===== src/rtl/dmem_pkg.sv =====
// Shared encodings for the data-memory arbiter: access sizes, sequencer
// states and the alignment rule used by the request error check.
package dmem_pkg;

   localparam logic [1:0] SIZE_B = 2'b00;
   localparam logic [1:0] SIZE_H = 2'b01;
   localparam logic [1:0] SIZE_W = 2'b10;
   localparam logic [1:0] SIZE_X = 2'b11;

   typedef enum logic [1:0] {
      IDLE   = 2'd0,
      ACCESS = 2'd1,
      MERGE  = 2'd2,
      RESP   = 2'd3
   } dmem_state_t;

   // A halfword must sit on an even address, a word on a multiple of four.
   function automatic logic is_misaligned(input logic [1:0] size,
                                          input logic [1:0] addr_lo);
      logic bad;
      bad = 1'b0;
      case (size)
         SIZE_H:  bad = addr_lo[0];
         SIZE_W:  bad = (addr_lo != 2'b00);
         default: bad = 1'b0;
      endcase
      return bad;
   endfunction

endpackage


===== src/rtl/dmem_lane_unit.sv =====
// Byte-lane datapath for the arbiter: pulls a byte/half out of a memory
// word for loads (with sign or zero extension) and splices store data
// into a previously read word for read-modify-write stores.
module dmem_lane_unit
   import dmem_pkg::*;
(
   input  logic [31:0] rd_word_i,     // word currently on the memory read bus
   input  logic [31:0] merge_word_i,  // word captured for a sub-word store
   input  logic [31:0] wdata_i,       // right-aligned store data
   input  logic [1:0]  lane_i,        // addr[1:0] of the access
   input  logic [1:0]  size_i,
   input  logic        signed_i,
   output logic [31:0] load_data_o,
   output logic [31:0] merged_o
);

   logic [7:0]  byte_v;
   logic [15:0] half_v;

   // Select the addressed lane and extend it to 32 bits for loads.
   always_comb begin
      byte_v      = 8'h00;
      half_v      = 16'h0000;
      load_data_o = rd_word_i;
      case (lane_i)
         2'd0:    byte_v = rd_word_i[7:0];
         2'd1:    byte_v = rd_word_i[15:8];
         2'd2:    byte_v = rd_word_i[23:16];
         default: byte_v = rd_word_i[31:24];
      endcase
      half_v = lane_i[1] ? rd_word_i[31:16] : rd_word_i[15:0];
      case (size_i)
         SIZE_B:  load_data_o = signed_i ? {{24{byte_v[7]}}, byte_v}
                                         : {24'h000000, byte_v};
         SIZE_H:  load_data_o = signed_i ? {{16{half_v[15]}}, half_v}
                                         : {16'h0000, half_v};
         default: load_data_o = rd_word_i;
      endcase
   end

   // Overwrite only the addressed byte or half of the captured word.
   always_comb begin
      merged_o = merge_word_i;
      case (size_i)
         SIZE_B: begin
            case (lane_i)
               2'd0:    merged_o[7:0]   = wdata_i[7:0];
               2'd1:    merged_o[15:8]  = wdata_i[7:0];
               2'd2:    merged_o[23:16] = wdata_i[7:0];
               default: merged_o[31:24] = wdata_i[7:0];
            endcase
         end
         SIZE_H: begin
            if (lane_i[1]) merged_o[31:16] = wdata_i[15:0];
            else           merged_o[15:0]  = wdata_i[15:0];
         end
         default: merged_o = wdata_i;
      endcase
   end

endmodule


===== src/rtl/dmem_arbiter.sv =====
// Two-port round-robin arbiter and access sequencer in front of a
// single-port, word-wide data memory. Port 0 is the CPU load/store path,
// port 1 the debug/loader path. Sub-word stores are done as a read of the
// containing word followed by a write of the merged word.
//
// Handshake: a requester raises reqValid[p] with all fields stable and
// holds them until the cycle in which reqReady[p] is high; that cycle is
// the acceptance. reqReady is combinational, only ever high in IDLE, and
// only for the single winning port. Each accepted request produces exactly
// one rspValid[p] pulse carrying rspData/rspErr.
module dmem_arbiter
   import dmem_pkg::*;
#(
   parameter int unsigned MEM_BYTES = 1024
) (
   input  logic        clk,
   input  logic        reset,
   input  logic [1:0]  reqValid,
   input  logic [1:0]  reqWrite,
   input  logic [63:0] reqAddr,     // {port1, port0}
   input  logic [63:0] reqWdata,    // {port1, port0}
   input  logic [3:0]  reqSize,     // {port1, port0}
   input  logic [1:0]  reqSigned,
   output logic [1:0]  reqReady,
   output logic [1:0]  rspValid,
   output logic [31:0] rspData,
   output logic        rspErr,
   output logic [31:0] memAddr,
   output logic [31:0] memWriteData,
   output logic        memWriteEnable,
   output logic        memReadEnable,
   input  logic [31:0] memReadData,
   output logic [1:0]  dbgState     // current sequencer state, for observation
);

   localparam logic [31:0] MEM_LIMIT = 32'(MEM_BYTES);

   dmem_state_t state_q, state_d;
   logic        last_grant_q, last_grant_d;
   logic        grant_q, grant_d;
   logic        write_q, write_d;
   logic [31:0] addr_q, addr_d;
   logic [31:0] wdata_q, wdata_d;
   logic [1:0]  size_q, size_d;
   logic        signed_q, signed_d;
   logic        err_q, err_d;
   logic [31:0] rdata_q, rdata_d;
   logic [31:0] merge_q, merge_d;

   logic        winner;
   logic        sel_write;
   logic [31:0] sel_addr;
   logic [31:0] sel_wdata;
   logic [1:0]  sel_size;
   logic        sel_signed;
   logic        sel_err;
   logic [31:0] load_data;
   logic [31:0] merged_word;

   assign dbgState = state_q;

   dmem_lane_unit u_lane (
      .rd_word_i    (memReadData),
      .merge_word_i (merge_q),
      .wdata_i      (wdata_q),
      .lane_i       (addr_q[1:0]),
      .size_i       (size_q),
      .signed_i     (signed_q),
      .load_data_o  (load_data),
      .merged_o     (merged_word)
   );

   // Pick the winning port (alternate on contention) and flag bad requests.
   always_comb begin
      winner = 1'b0;
      case (reqValid)
         2'b01:   winner = 1'b0;
         2'b10:   winner = 1'b1;
         2'b11:   winner = ~last_grant_q;
         default: winner = 1'b0;
      endcase
      sel_write  = reqWrite[winner];
      sel_signed = reqSigned[winner];
      sel_addr   = winner ? reqAddr[63:32]  : reqAddr[31:0];
      sel_wdata  = winner ? reqWdata[63:32] : reqWdata[31:0];
      sel_size   = winner ? reqSize[3:2]    : reqSize[1:0];
      sel_err    = (sel_size == SIZE_X)
                || is_misaligned(sel_size, sel_addr[1:0])
                || (sel_addr >= MEM_LIMIT);
   end

   // Sequencer next state, register updates and all output strobes.
   always_comb begin
      state_d        = state_q;
      last_grant_d   = last_grant_q;
      grant_d        = grant_q;
      write_d        = write_q;
      addr_d         = addr_q;
      wdata_d        = wdata_q;
      size_d         = size_q;
      signed_d       = signed_q;
      err_d          = err_q;
      rdata_d        = rdata_q;
      merge_d        = merge_q;
      reqReady       = 2'b00;
      rspValid       = 2'b00;
      rspData        = 32'h0;
      rspErr         = 1'b0;
      memAddr        = 32'h0;
      memWriteData   = 32'h0;
      memWriteEnable = 1'b0;
      memReadEnable  = 1'b0;

      case (state_q)
         IDLE: begin
            if (reqValid != 2'b00) begin
               reqReady     = winner ? 2'b10 : 2'b01;
               last_grant_d = winner;
               grant_d      = winner;
               write_d      = sel_write;
               addr_d       = sel_addr;
               wdata_d      = sel_wdata;
               size_d       = sel_size;
               signed_d     = sel_signed;
               err_d        = sel_err;
               // Stores and errors answer with zero data.
               rdata_d      = 32'h0;
               // Bad requests skip the memory entirely.
               state_d      = sel_err ? RESP : ACCESS;
            end
         end

         ACCESS: begin
            memAddr = {addr_q[31:2], 2'b00};
            if (!write_q) begin
               memReadEnable = 1'b1;
               rdata_d       = load_data;
               state_d       = RESP;
            end else if (size_q == SIZE_W) begin
               memWriteEnable = 1'b1;
               memWriteData   = wdata_q;
               state_d        = RESP;
            end else begin
               // Sub-word store: fetch the containing word, write it next cycle.
               memReadEnable = 1'b1;
               merge_d       = memReadData;
               state_d       = MERGE;
            end
         end

         MERGE: begin
            memAddr        = {addr_q[31:2], 2'b00};
            memWriteEnable = 1'b1;
            memWriteData   = merged_word;
            state_d        = RESP;
         end

         RESP: begin
            rspValid = grant_q ? 2'b10 : 2'b01;
            rspData  = err_q ? 32'h0 : rdata_q;
            rspErr   = err_q;
            state_d  = IDLE;
         end

         default: state_d = IDLE;
      endcase
   end

   // State and request registers; reset abandons any in-flight request.
   always_ff @(posedge clk or posedge reset) begin
      if (reset) begin
         state_q      <= IDLE;
         last_grant_q <= 1'b1;
         grant_q      <= 1'b0;
         write_q      <= 1'b0;
         addr_q       <= 32'h0;
         wdata_q      <= 32'h0;
         size_q       <= SIZE_B;
         signed_q     <= 1'b0;
         err_q        <= 1'b0;
         rdata_q      <= 32'h0;
         merge_q      <= 32'h0;
      end else begin
         state_q      <= state_d;
         last_grant_q <= last_grant_d;
         grant_q      <= grant_d;
         write_q      <= write_d;
         addr_q       <= addr_d;
         wdata_q      <= wdata_d;
         size_q       <= size_d;
         signed_q     <= signed_d;
         err_q        <= err_d;
         rdata_q      <= rdata_d;
         merge_q      <= merge_d;
      end
   end

endmodule


===== config.mk =====
export PLATFORM = sky130hd
export DESIGN_NAME = dmem_arbiter
export DESIGN_NICKNAME = d
export VERILOG_FILES = /design/src/rtl/dmem_pkg.sv /design/src/rtl/dmem_lane_unit.sv /design/src/rtl/dmem_arbiter.sv
export SDC_FILE = /design/constraint.sdc
export NUM_CORES = 1
export LEC_CHECK = 0
export ABC_AREA = 1
export BUFFER_PORTS_ARGS = -buffer_cell sky130_fd_sc_hd__buf_2
export CELL_PAD_IN_SITES_DETAIL_PLACEMENT = 0
export CELL_PAD_IN_SITES_GLOBAL_PLACEMENT = 1
export CORE_ASPECT_RATIO = 1.4
export CORE_MARGIN = 1.5
export CORE_UTILIZATION = 30
export CTS_CLUSTER_SIZE = 8
export DETAILED_ROUTE_END_ITERATION = 10
export PLACE_DENSITY = 0.81
export SLEW_MARGIN = 20
export SYNTH_ARGS = -nofsm -noshare
export SYNTH_HDL_FRONTEND = slang
export SYNTH_SLANG_ARGS = --single-unit

===== constraint.sdc =====
create_clock -name clk -period 6.7 [get_ports clk]
set_clock_uncertainty 0.1 [all_clocks]
set_input_delay 1.34 -clock clk [delete_from_list [all_inputs] [get_ports clk]]
set_output_delay 1.34 -clock clk [all_outputs]
set_load 0.02 [all_outputs]

==> results.md <==
- The kind of cell with the highest combined delay on the critical path is simple AND/OR/NAND/NOR gates.
- The run finished with clean final reports.
- Once the clock tree was built, the resizer swapped 0 gates to a different size.
- The largest single stage delay on the critical path is 0.41 ns.
- The clock network latency to the later pin of the worst-skew pair is 0.43 ns.
- The area occupied by multi-input gates is 3980 um2.
- In this run the cell area of the synthesized design comes to 8380 um2.
- The cell seen most often among critical-path stages is nand2_1.
- The startpoint identified for the worst register-to-register timing path is last_grant_q$_DFFE_PP1P_.
- The worst hold path begins at last_grant_q$_DFFE_PP1P_.
- In the finished design, the share of the clock period the worst path needs comes to 67.4%.
- The number of different library cells used by synthesis comes to 38.
- The number of buffers between clock root and the deepest sink is 2.
- The floorplan die height is 201 um.
- Yosys mapped a number of flops with a built-in enable equal to 0.
- The total count of hold-check failures in the final report is 0.
- The path with the worst hold slack has its endpoint at last_grant_q$_DFFE_PP1P_.
- In the final design database the tool counted 1605 nets.
- The number of cells on the worst reg-to-reg path is 15.
- Global routing used 37.3% of the available met2 tracks.
- After legalization and detailed placement, the total HPWL measured 24000 um.
- Synthesis inferred 137 register bits.
- The min-delay analysis places its worst path in the category flip-flop to flip-flop.
- The worst hold path was traced through 2 stages.
- The via count of the first global-routing pass is about 8500.
- Global routing consumed, over all layers together, a little over a fifth of the routing resources.
- For the final routed database, the setup TNS stands at 0 ns.
- The share of synthesized registers carrying an async set or reset is 100%.
- The slowest library cell on the worst path is nor2_1.
- The number of primary I/O pins is between 200 and 300.
- Across the whole layout, storage elements account for 3430 um2.
- Across the VDD grid, the largest voltage drop is 0.202 mV.
- The count of buffers from port buffering is 274.
- The standby leakage power is 5.63 nW.
- The most used flip-flop cell after synthesis is dfrtp_1.
- Setup slack on the worst reg-to-reg path comes out at 3.64 ns.
- The sum of routed wire length over all layers is 31000 um.
- The endpoint required time on the critical path is 5.26 ns.
- The filler cell count is 3014.
- The area added between synthesis and finish is 26.6%.
- The die width is 144 um.
- Dividing the detail-routed wire length by the instance count gives 17.2 um.
- The standard-cell row count is just over 70.
- After detailed routing, the number of remaining DRC violations is 0.
- In this run the mean area of a mapped cell was ~7 um2.
- The root buffer cell chosen for the clock tree is clkbuf_16.
- Setup repair after global routing left no endpoint under its margin.
- The number of antenna violations at the first check in global routing was 3.
- The capturing element type of the critical path is a primary output.
- For this design the ratio of total power to cell area is 498 nW/um2.
- The slew at the pin with the worst max-slew slack is between 1 and 1.5 ns.
- The pre-antenna-repair detailed-routing pass consisted of 7 iterations.
- The detail route stage leaves a number of antenna-violating nets equal to 0.
- Setup violations remaining at the end of the flow were counted as 0.
- The post-synthesis sequential area ratio is 40.9%.
- Clock tree synthesis inserted a total of 17 buffers.
- The TritonCTS sink count is approximately 140.
- After layout, the design draws a total of 0.00528 W.
- The cell count after synthesis came out at between 1000 and 1500.
- Global routing consumed, on the met3 layer, 3.84% of the routing resources.
- The met1 usage is approximately a quarter.
- The total area inside the core boundary comes to 27600 um2.
- Summing over every cut layer, the via total after detailed routing is between 8000 and 9000.
- The full die area is between 20000 and 30000 um2.
- The post-route minimum period is between 4 and 5 ns.
- Measured against its own limit, the worst slew margin works out to between 20% and 30%.
- The top cell types in the final layout, fill and taps aside, are nand2_1 (330), buf_2 (274), inv_1 (157).
- The H-tree generated during clock tree synthesis spans 4 levels.
- Data on the critical path arrives at its endpoint at 3.08 ns.
- The maximum number of pins on one net before global-route repair is 74.
- Once the floorplan was initialized, standard cells occupied 30.4% of the core.
- The terminus of the critical flop-to-flop path is dbgState[1]$_DFFE_PP0P_.
- Traced cell by cell, the critical path runs through buf_4, inv_2, nand2_1, nor2_1, o22ai_1, nand2_1, nand2_1, a21oi_1, buf_2.
- Leaving out fill and tap cells, the most frequent cell in the layout is nand2_1.
- The count of pins over their slew limit is 0.
- TritonCTS built the clock tree.
- Buffers added to address setup during post-CTS repair amount to 0.
- The critical path class is flip-flop to primary output.
- The maximum fanout along the worst path is 33.
- met2 is the most crowded layer.
- The first global-routing pass estimated 47400 um of wire.
- The post-CTS clock slew at the launch and capture registers of the worst setup and hold paths is 0.06 ns.
- In the final layout, the share of cells above drive strength 1 is 25.0%.
- The average via count per standard cell is about 4.8.
- Counting both buffers and inverters, the worst setup path holds a total of 3.
- For this run the aggregate overflow at the end of global routing stands at 0.
- The hold buffer count at CTS is 0.
- In this run, the number of DRC markers left after iteration 0 of detailed routing was 545.
- The count of warnings emitted by yosys is 0.
- The max-cap violation count is 0.
- The worst setup path is launched from a flip-flop.
- The weighted congestion reported at the end of routability-driven placement is 0.904.
- The maximum operating frequency is between 200 and 250 MHz.
==> power by group <==
part           leakage, nW  switching, W  internal, W
clock network        0.300      0.000379     0.000650
logic                 3.65       0.00191     0.000839
registers             1.68      0.000291      0.00121
==> stage by stage <==
| step | cell area (um2) | setup slack [ns] | hold slack [ns] | std cells | util (%) |
|---|---|---|---|---|---|
| after floorplan | 8380 | 1.59 | 0.343 | 1197 | - |
| after global placement | 9960 | 2.34 | 0.357 | 1777 | 36.1 |
| after detailed placement | 9960 | 2.33 | 0.361 | 1777 | 36.1 |
| final | 10600 | 2.18 | 0.366 | 1809 | 38.5 |
| after CTS | 10600 | 2.23 | 0.370 | 1807 | 38.4 |
| after global routing | 10600 | 2.07 | 0.411 | 1808 | 38.5 |
==> Yosys cell counts, types with 10 or more instances <==
library cell	instances	area (um2)
nand3b_1	20	150
dfrtp_1	136	3400
o21ai_2	10	87.6
o21ai_0	140	701
o211ai_1	20	150
o22ai_1	31	194
o221ai_1	10	87.6
inv_1	158	593
a31oi_1	11	68.8
buf_2	24	120
nand2_1	331	1240
a21oi_1	63	315
a22oi_1	13	97.6
nand3_1	15	75.1
clkbuf_1	41	154
nor2_1	101	379
o21ai_1	18	90.1
==> routing by layer <==
layer | up-vias | routed length [um] | share of wire [%]
met5 | - | 13 | 0.042
met3 | 48 | 1830 | 5.9
met4 | 2 | 877 | 2.8
met2 | 333 | 15600 | 50
met1 | 4033 | 12700 | 41
li1 | 4301 | - | -
==> worst max path at each step <==
stage                                       start                     to  slack, ns  cells after the start
final                       size_q[1]$_DFFE_PP0P_       memWriteData[31]       2.18                      9
after global routing      dbgState[1]$_DFFE_PP0P_       memWriteData[31]       2.07                     10
after CTS                 dbgState[1]$_DFFE_PP0P_       memWriteData[31]       2.23                     10
after detailed placement              reqValid[0]            reqReady[1]       2.33                      6
after global placement                reqValid[1]            reqReady[0]       2.34                      6
after floorplan                             reset  addr_q[0]$_DFFE_PP0P_       1.59                      1
==> final cells by class <==
type | instances | area share, %
Inverter | 169 | 6.04
Multi-Input combinational cell | 817 | 37.6
Clock buffer | 20 | 4.40
Antenna cell | 2 | 0.0472
Sequential cell | 137 | 32.3
Clock inverter | 10 | 1.59
Tap cell | 370 | 4.37
Timing Repair Buffer | 284 | 13.6
==> logic make-up (layout without fill, tap and decap cells) <==
group                      Yosys count  after routing  synth area share, %
muxes                                6              6                0.807
and+or+nand+nor                    483            483                 23.7
buffers and inverters              243            483                 11.7
adders and majority gates            7              7                 1.05
DFF                                137            137                 40.9
AOI/OAI and AO/OA                  319            319                 21.8
other                                1              4               0.0448
==> flip-flops by register name, indices dropped and copies added, names as in the netlist <==
name and count:
dbgState 2, rdata_q 32, last_grant_q 1, signed_q 1, addr_q 32, wdata_q 32, write_q 1, merge_q 32
size_q 2, err_q 1, grant_q 1
==> worst reg2reg max path, stage by stage (launching register included) <==
cell,delay (ns)
dfstp_2,0.53
nand2_1,0.05
buf_4,0.20
nand2_2,0.55
inv_1,0.13
or2_2,0.29
o21ai_0,0.16
inv_1,0.13
ha_1,0.21
nand3b_1,0.15
nor2_1,0.10
nand2_1,0.07
nor2_1,0.10
nand2_1,0.06
nand2_1,0.07
nand2_1,0.06
No activity file was read; power rests on OpenSTA's default activity.
